### src/rtl/clock_divider_bank_pkg.sv
// rtl/clock_divider_bank_pkg.sv - shared constants and divisor helpers for the divider bank
package clocking_pkg;

   localparam int DIVW_DEFAULT = 4;

   // A divisor of 1 cannot produce a square wave, so it runs as 2; 0 keeps the channel stopped.
   function automatic int unsigned clamp_div(input int unsigned n);
      return (n == 1) ? 2 : n;
   endfunction

   function automatic int unsigned half_div(input int unsigned n);
      return n >> 1;
   endfunction

endpackage

### src/rtl/clock_divider_bank_if.sv
// rtl/clock_divider_bank_if.sv - divisor/soft-reset inputs and per-channel clock/reset outputs
interface clock_divider_bank_if #(
   parameter int NCH  = 4,
   parameter int DIVW = 4
);
   logic [NCH*DIVW-1:0] div_sel;
   logic [NCH-1:0]      soft_rst;
   logic [NCH-1:0]      div_clk;
   logic [NCH-1:0]      div_stb;
   logic [NCH-1:0]      rstb_out;
   logic [NCH-1:0]      active;

   modport master (
      output div_sel, soft_rst,
      input  div_clk, div_stb, rstb_out, active
   );

   modport slave (
      input  div_sel, soft_rst,
      output div_clk, div_stb, rstb_out, active
   );
endinterface

### src/rtl/clock_divider_bank_channel.sv
// rtl/clock_divider_bank_channel.sv - one divided clock with period strobe and staged reset
module clock_divider_channel
   import clocking_pkg::*;
#(
   parameter int DIVW       = DIVW_DEFAULT,
   parameter int RST_STAGES = 3
) (
   input  logic            clk,
   input  logic            resetb,
   input  logic [DIVW-1:0] div_sel,
   input  logic            soft_rst,
   output logic            div_clk,
   output logic            div_stb,
   output logic            rstb_out,
   output logic            active
);

   localparam logic [3:0] RST_INIT = 4'(RST_STAGES);

   logic [DIVW-1:0] cnt;
   logic [DIVW-1:0] act_div;
   logic [DIVW-1:0] sel_eff;
   logic [DIVW-1:0] n_cnt;
   logic [DIVW-1:0] n_act;
   logic [DIVW-1:0] n_half;
   logic [3:0]      rst_cnt;
   logic            boundary;

   // The divisor is only resampled at a boundary, so a period never gets cut short.
   always_comb begin
      sel_eff  = DIVW'(clamp_div(32'(div_sel)));
      boundary = (act_div == '0) || (cnt == act_div - 1'b1);
      n_act    = act_div;
      n_cnt    = cnt + 1'b1;
      if (boundary) begin
         n_act = sel_eff;
         n_cnt = '0;
      end
      n_half = DIVW'(half_div(32'(n_act)));
   end

   always_ff @(posedge clk or negedge resetb) begin
      if (!resetb) begin
         cnt     <= '0;
         act_div <= '0;
         div_clk <= 1'b0;
         div_stb <= 1'b0;
         active  <= 1'b0;
      end else begin
         cnt     <= n_cnt;
         act_div <= n_act;
         div_clk <= (n_act != '0) && (n_cnt < n_half);
         div_stb <= (n_act != '0) && (n_cnt == '0);
         active  <= (n_act != '0);
      end
   end

   always_ff @(posedge clk or negedge resetb) begin
      if (!resetb) begin
         rst_cnt <= RST_INIT;
      end else if (div_stb && (rst_cnt != 4'd0)) begin
         rst_cnt <= rst_cnt - 4'd1;
      end
   end

   assign rstb_out = ~((rst_cnt != 4'd0) | soft_rst);

endmodule

### src/rtl/clock_divider_bank.sv
// rtl/clock_divider_bank.sv - bank of NCH independent clock dividers with staged resets
module clock_divider_bank
   import clocking_pkg::*;
#(
   parameter int NCH        = 4,
   parameter int DIVW       = DIVW_DEFAULT,
   parameter int RST_STAGES = 3
) (
   input logic                 clk,
   input logic                 resetb,
   clock_divider_bank_if.slave bus
);

   for (genvar i = 0; i < NCH; i++) begin : g_ch
      clock_divider_channel #(
         .DIVW       (DIVW),
         .RST_STAGES (RST_STAGES)
      ) u_ch (
         .clk      (clk),
         .resetb   (resetb),
         .div_sel  (bus.div_sel[i*DIVW +: DIVW]),
         .soft_rst (bus.soft_rst[i]),
         .div_clk  (bus.div_clk[i]),
         .div_stb  (bus.div_stb[i]),
         .rstb_out (bus.rstb_out[i]),
         .active   (bus.active[i])
      );
   end

endmodule

### src/flat_wrapper.sv
// flat-port wrapper written by rule: the top's interface ports become plain ports
module clock_divider_bank_flat import clocking_pkg::*;
#(
   parameter int NCH        = 4,
   parameter int DIVW       = DIVW_DEFAULT,
   parameter int RST_STAGES = 3
)
  (clk, resetb, bus_div_sel, bus_soft_rst, bus_div_clk, bus_div_stb, bus_rstb_out, bus_active);
  clock_divider_bank_if #(.NCH(NCH), .DIVW(DIVW)) bus_i ();
  input logic clk;
  input logic resetb;
  input wire logic [$bits(bus_i.div_sel)-1:0] bus_div_sel;
  input wire logic [$bits(bus_i.soft_rst)-1:0] bus_soft_rst;
  output wire logic [$bits(bus_i.div_clk)-1:0] bus_div_clk;
  output wire logic [$bits(bus_i.div_stb)-1:0] bus_div_stb;
  output wire logic [$bits(bus_i.rstb_out)-1:0] bus_rstb_out;
  output wire logic [$bits(bus_i.active)-1:0] bus_active;
  assign bus_i.div_sel = bus_div_sel;
  assign bus_i.soft_rst = bus_soft_rst;
  assign bus_div_clk = bus_i.div_clk;
  assign bus_div_stb = bus_i.div_stb;
  assign bus_rstb_out = bus_i.rstb_out;
  assign bus_active = bus_i.active;
  clock_divider_bank #(.NCH(NCH), .DIVW(DIVW), .RST_STAGES(RST_STAGES)) u_core (.clk(clk), .resetb(resetb), .bus(bus_i));
endmodule
### config.mk
export PLATFORM = sky130hd
export DESIGN_NAME = clock_divider_bank_flat
export DESIGN_NICKNAME = d
export VERILOG_FILES = /design/src/rtl/clock_divider_bank_pkg.sv /design/src/rtl/clock_divider_bank_if.sv /design/src/rtl/clock_divider_bank_channel.sv /design/src/rtl/clock_divider_bank.sv /design/src/flat_wrapper.sv
export SDC_FILE = /design/constraint.sdc
export NUM_CORES = 1
export LEC_CHECK = 0
export ABC_CLOCK_PERIOD_IN_PS = 2900
export CORE_UTILIZATION = 39
export DETAILED_ROUTE_END_ITERATION = 10
export PLACE_DENSITY = 0.54
export SYNTH_ARGS = -nofsm -noshare
export SYNTH_HDL_FRONTEND = slang
export SYNTH_HIERARCHICAL = 1
export SYNTH_SLANG_ARGS = --single-unit
### constraint.sdc
create_clock -name clk -period 2.9 [get_ports clk]
set_input_delay 0.435 -clock clk [delete_from_list [all_inputs] [get_ports clk]]
set_output_delay 0.435 -clock clk [all_outputs]
set_load 0.1 [all_outputs]
======== Word-level counts from Yosys, hierarchy flattened ========
Index checks and enable logic that the tools add are counted.
word-level totals
  output and inout bits ................... 16
  input bits .............................. 22
  register bits ........................... 60
operators by class
  equality and inequality tests ........... 8
  add/sub/neg operators ................... 12
  bitwise operators ....................... 8
  reduce and logical (&&, ||, !) cells .... 32
  order comparisons ....................... 4
  mux-type cells .......................... 12
operator list
  operator             number
  $mux 4               12
  $logic_not 4->1      8
  $reduce_bool 4->1    8
  $sub 4x1->4 const B  8
  $add 4x1->4 const B  4
  $eq 4x1->1 const B   4
  $eq 4x4->1           4
  $lt 4x3->1           4
  $logic_and 1x1->1    12
  $logic_or 1x1->1     4
  $not 1->1            4
  $or 1x1->1           4

======== Depth between registers and ports, before layout ========
  depth in word-level cells ............... 6
  depth in mapped cells ................... 11
  depth with buffers taken out ............ 11

======== Modules after synthesis ========
The synthesis kept the hierarchy.
modules (own cells, without submodules)
  module                 sequential area each (um^2)  area an instance (um^2)  times used  cells each
  clock_divider_channel  377.9                        917.1                    4           89

======== Worst setup path before layout ========
OpenSTA, ideal clock, no wires.
  kind .................................... register to register
  start ................................... register u_core.g_ch[0].u_ch.act_div[0]
  end ..................................... register u_core.g_ch[0].u_ch.div_clk
  stages on the path, launching flop included .. 12
  clock period less this slack ............ 2.469 ns
  arrival ................................. 2.329 ns
  setup slack ............................. 0.431 ns
  setup time .............................. 0.140 ns
  cells stage by stage .................... dfrtp_1 -> inv_1 -> ha_1 -> xor2_1 -> nand2_1 -> o31ai_4 -> buf_4 -> a22oi_1 -> ha_1 -> o211ai_1 -> nor4bb_1 -> nor4b_2
between the ends
  longest elaborated chain between the ends .. 6
RTL lines
  what                                                    line                              RTL
  start, declared                                         clock_divider_bank_channel.sv:21  logic [DIVW-1:0] act_div;
  start signal, assigned                                  clock_divider_bank_channel.sv:51  act_div <= n_act;
  $sub 4x1->4                                             clock_divider_bank_channel.sv:32  boundary = (act_div == '0) || (cnt == act_div - 1'b1);
  $eq 4x4->1                                              clock_divider_bank_channel.sv:32
  $logic_or 1x1->1                                        clock_divider_bank_channel.sv:32
  $mux 4                                                  clock_divider_bank_channel.sv:35  if (boundary) begin
  $lt 4x3->1 / $reduce_bool 4->1 (equally long branches)  clock_divider_bank_channel.sv:52  div_clk <= (n_act != '0) && (n_cnt < n_half);
  $logic_and 1x1->1 *                                     clock_divider_bank_channel.sv:52
  end signal, assigned                                    clock_divider_bank_channel.sv:52
  end, declared                                           clock_divider_bank_channel.sv:12  output logic div_clk,
Every way passes the cells marked *; elsewhere a longest branch is shown, timed or not.
A chain may end at the register's enable or synchronous reset.

======== Worst setup path after layout ========
  start ................................... register u_core.g_ch[3].u_ch.act_div[0]
  end ..................................... register u_core.g_ch[3].u_ch.div_clk
between the ends
  longest elaborated chain between the ends .. 6
RTL lines
  what                                                    line                              RTL
  start, declared                                         clock_divider_bank_channel.sv:21
  start signal, assigned                                  clock_divider_bank_channel.sv:51
  $sub 4x1->4                                             clock_divider_bank_channel.sv:32
  $eq 4x4->1                                              clock_divider_bank_channel.sv:32
  $logic_or 1x1->1 *                                      clock_divider_bank_channel.sv:32
  $mux 4 *                                                clock_divider_bank_channel.sv:35
  via u_core.g_ch[3].u_ch.n_act[2]                        clock_divider_bank_channel.sv:24  logic [DIVW-1:0] n_act;
  $lt 4x3->1 / $reduce_bool 4->1 (equally long branches)  clock_divider_bank_channel.sv:52
  $logic_and 1x1->1 *                                     clock_divider_bank_channel.sv:52
  end signal, assigned                                    clock_divider_bank_channel.sv:52
  end, declared                                           clock_divider_bank_channel.sv:12
The timed path passes the listed nets; every way through them passes the cells marked *.

==> impl_results.md <==
* Ranking of synthesized cells by area: dfrtp_1 (35%), ha_1 (8.2%), dfstp_2 (5.7%), nor2_1 (4.5%), xor2_2 (3.5%)
* Synthesized area at around 0.0037 mm^2
* Synth cell types at 35
* Req. time, crit path at about 3.1 ns
* Core area at 0.00920 mm^2
* CP max stage delay at 0.40 ns
* Top Metal Used: met4
* Fin crit period at roughly 2.7 ns
* Yosys reg bits at 60
* CP Capture Type: flip-flop
* Setup CP Type: flip-flop to flip-flop
* Slowest CP cell: mux2_2
* Clk_skew at between 0.003 and 0.004 ns
* DP Area at between 0.004 and 0.005 mm^2
* Top Family by Delay on Critical Path: adder cells
* Vias/cell at roughly 5.2
* Max-slew headroom at 0.515
* Most frequent CP cell: ha_1
* H-tree depth at 3
* Final Max Slew Viols at 0
* Starting Density at 0.399
* Routability cong. at 0.903
* Final Hold Fails at 0
* Diode count at 0
* Status: finished, final reports clean
* CTS tree: done
* CTS Buf Count at 9
* Hold crit path type: primary input to async pin
* Hpwl dp at ~5.4 mm
* Syn avg cell area at about 10 um^2
* Met2 Wirelength at between 3 and 4 mm
* First-pass GRT wire length at about 13 mm
* DRT Pass-1 Iters at 4
* Port Buffers at 37
* Final worst path period share at 0.935
* Clk Latency, worst-skew pair at ~0.33 ns
* Largest net degree at the start of global routing at 33
* Async SR Flop Fraction at 1.00
* Clock root buffer: clkbuf_8
* Setup Viol. Count Final at 0
* Area grow syn2layout at 20.8%
* Post-route cell area at 0.00443 mm^2
* Hold slack at 0.152 ns
* DR WL/cell at ~14 um
* Die Wd at 99.0 um
* Top cells by count, synth: dfrtp_1 (52), nor2_1 (44), nand2_1 (32), ha_1 (24), inv_1 (24)
* GRT Resource Usage Total at 0.164
* Crit path DAT at a little under 3 ns
* Peak Freq at 369 MHz
* Setup TNS at 0 ns
* Total congestion overflow at 0
* Die Ht at between 90 and 100 um
* Cells after synthesis at approximately 360
* Buf+Inv Stages, Crit Path at 2
* Remaining DRCs at 0
* EDFF count, synth at 0
* Ports at 38
* DRT iter0 DRCs at 55
* Syn Nets at between 400 and 500
* Top cell type by total area after synthesis: dfrtp_1
* Longest Clk Path Bufs at 2
* Layout net count at 461
* Initial antenna violation count at 0
* CP Max Fanout at 7
* Layout cells sized above 1 at 0.253
* Worst-path clk slew at around 0.06 ns
* Worst Tran Pin Value at roughly 0.73 ns
* WL met1 at around 3.4 mm
* Row count at 35
* Clock Sinks at 60
* Most common cell in the netlist: dfrtp_1
* Post-route ant nets at 0
* Most used flip-flop cell after synthesis: dfrtp_1
* Via count at around 2800
* Sequential area share after synthesis at 0.412
* Post-Route WL at between 7 and 8 mm
* Post-synth top area share at 0.355
* Vias in the first global route at approximately 2700
* CP Cell Sequence: inv_1 -> ha_1 -> xor2_1 -> nand2_2 -> o31ai_4 -> mux2_2 -> inv_2 -> ha_1 -> o211ai_1 -> nor4bb_2 -> nor4b_2
* Die area at around 0.01 mm^2
* Met3 WL at approximately 260 um
* Synth warn at 6
* Startpoint Class: flip-flop
* Max_cap viols at 0
[per-stage QoR]
stage / utilization / worst slack [ns] / std cells
floorplan: - / 0.431 / 356
global placement: 0.456 / 0.203 / 511
detailed placement: 0.456 / 0.174 / 511
CTS: 0.477 / 0.146 / 526
global route: 0.482 / -0.0281 / 530
finish: 0.482 / 0.189 / 530
[per-layer routing]
layer	global-route usage	vias up
li1	-	1381
met1	0.203	1318
met2	0.276	40
met3	0.0447	11
met4	0.0586	0
met5	0	-
[cell usage in the layout, fill, tap and decap left out, types with 8 or more instances in the layout]
cell type	count
xor2_2	8
nand2_1	31
xnor2_1	12
nor3_1	8
dfrtp_1	51
clkdlybuf4s50_1	20
o21ai_0	12
nand3_1	12
a21oi_1	16
xor2_1	12
nor2_1	44
ha_1	24
inv_1	24
buf_4	30
clkbuf_8	13
dfstp_2	8
inv_2	8
[registers in the layout, indices dropped and copies added (netlist names)]
register                  flops
u_core/g_ch.u_ch/div_clk      4
u_core/g_ch.u_ch/div_stb      4
u_core/g_ch.u_ch/cnt         16
u_core/g_ch.u_ch/rst_cnt     16
u_core/g_ch.u_ch/active       4
u_core/g_ch.u_ch/act_div     16
[kinds of logic after synthesis]
family / after synthesis / synth area share
compound gates: 72 / 0.160
xor+xnor: 36 / 0.120
fa+ha+maj: 24 / 0.0819
buf+inv: 36 / 0.0409
flops: 60 / 0.412
mux: 4 / 0.0123
simple gates: 124 / 0.173
[cell type report]
| cell class | count | area (um^2) |
|---|---|---|
| multi-input cells | 260 | 2020 |
| flip-flops and latches | 60 | 1510 |
| inverters | 32 | 120 |
| clock inverters | 1 | 5.00 |
| well taps | 111 | 139 |
| fillers | 892 | 4760 |
| repair buffers | 52 | 450 |
| clock buffers | 14 | 183 |
[worst register-to-register path, cell delays in order, from the launching register on]
cell	delay [ns]
dfrtp_1	0.39
inv_1	0.09
ha_1	0.31
xor2_1	0.21
nand2_2	0.12
o31ai_4	0.36
mux2_2	0.40
inv_2	0.05
ha_1	0.21
o211ai_1	0.11
nor4bb_2	0.08
nor4b_2	0.27
[final timing paths]
path | startpoint | end | slack (ns) | depth (start not counted)
setup / recovery | u_core/g_ch[3].u_ch/act_div[0]$_DFF_PN0_ | u_core/g_ch[3].u_ch/div_clk$_DFF_PN0_ | 0.19 | 11
min in group clk | u_core/g_ch[0].u_ch/rst_cnt[1]$_DFFE_PN1P_ | u_core/g_ch[0].u_ch/rst_cnt[1]$_DFFE_PN1P_ | 0.49 | 2
setup reg to reg | u_core/g_ch[3].u_ch/act_div[0]$_DFF_PN0_ | u_core/g_ch[3].u_ch/div_clk$_DFF_PN0_ | 0.19 | 11
max in group asynchronous | resetb | u_core/g_ch[3].u_ch/rst_cnt[1]$_DFFE_PN1P_ | 2.05 | 2
hold reg to reg | u_core/g_ch[0].u_ch/rst_cnt[1]$_DFFE_PN1P_ | u_core/g_ch[0].u_ch/rst_cnt[1]$_DFFE_PN1P_ | 0.49 | 2
hold / removal | resetb | u_core/g_ch[2].u_ch/rst_cnt[2]$_DFFE_PN0P_ | 0.15 | 1
[timing repair]
| action | 4_1_cts | 5_1_grt |
|---|---|---|
| buffers inserted | 0 | 4 |
| resized for setup | 0 | 4 |
| setup endpoints to repair | 0 | 2 |
| hold buffers | 0 | 0 |
Power is left out: the tool's default activity adds up to more than one toggle a clock period on the data nets, which glitch-free logic cannot reach.
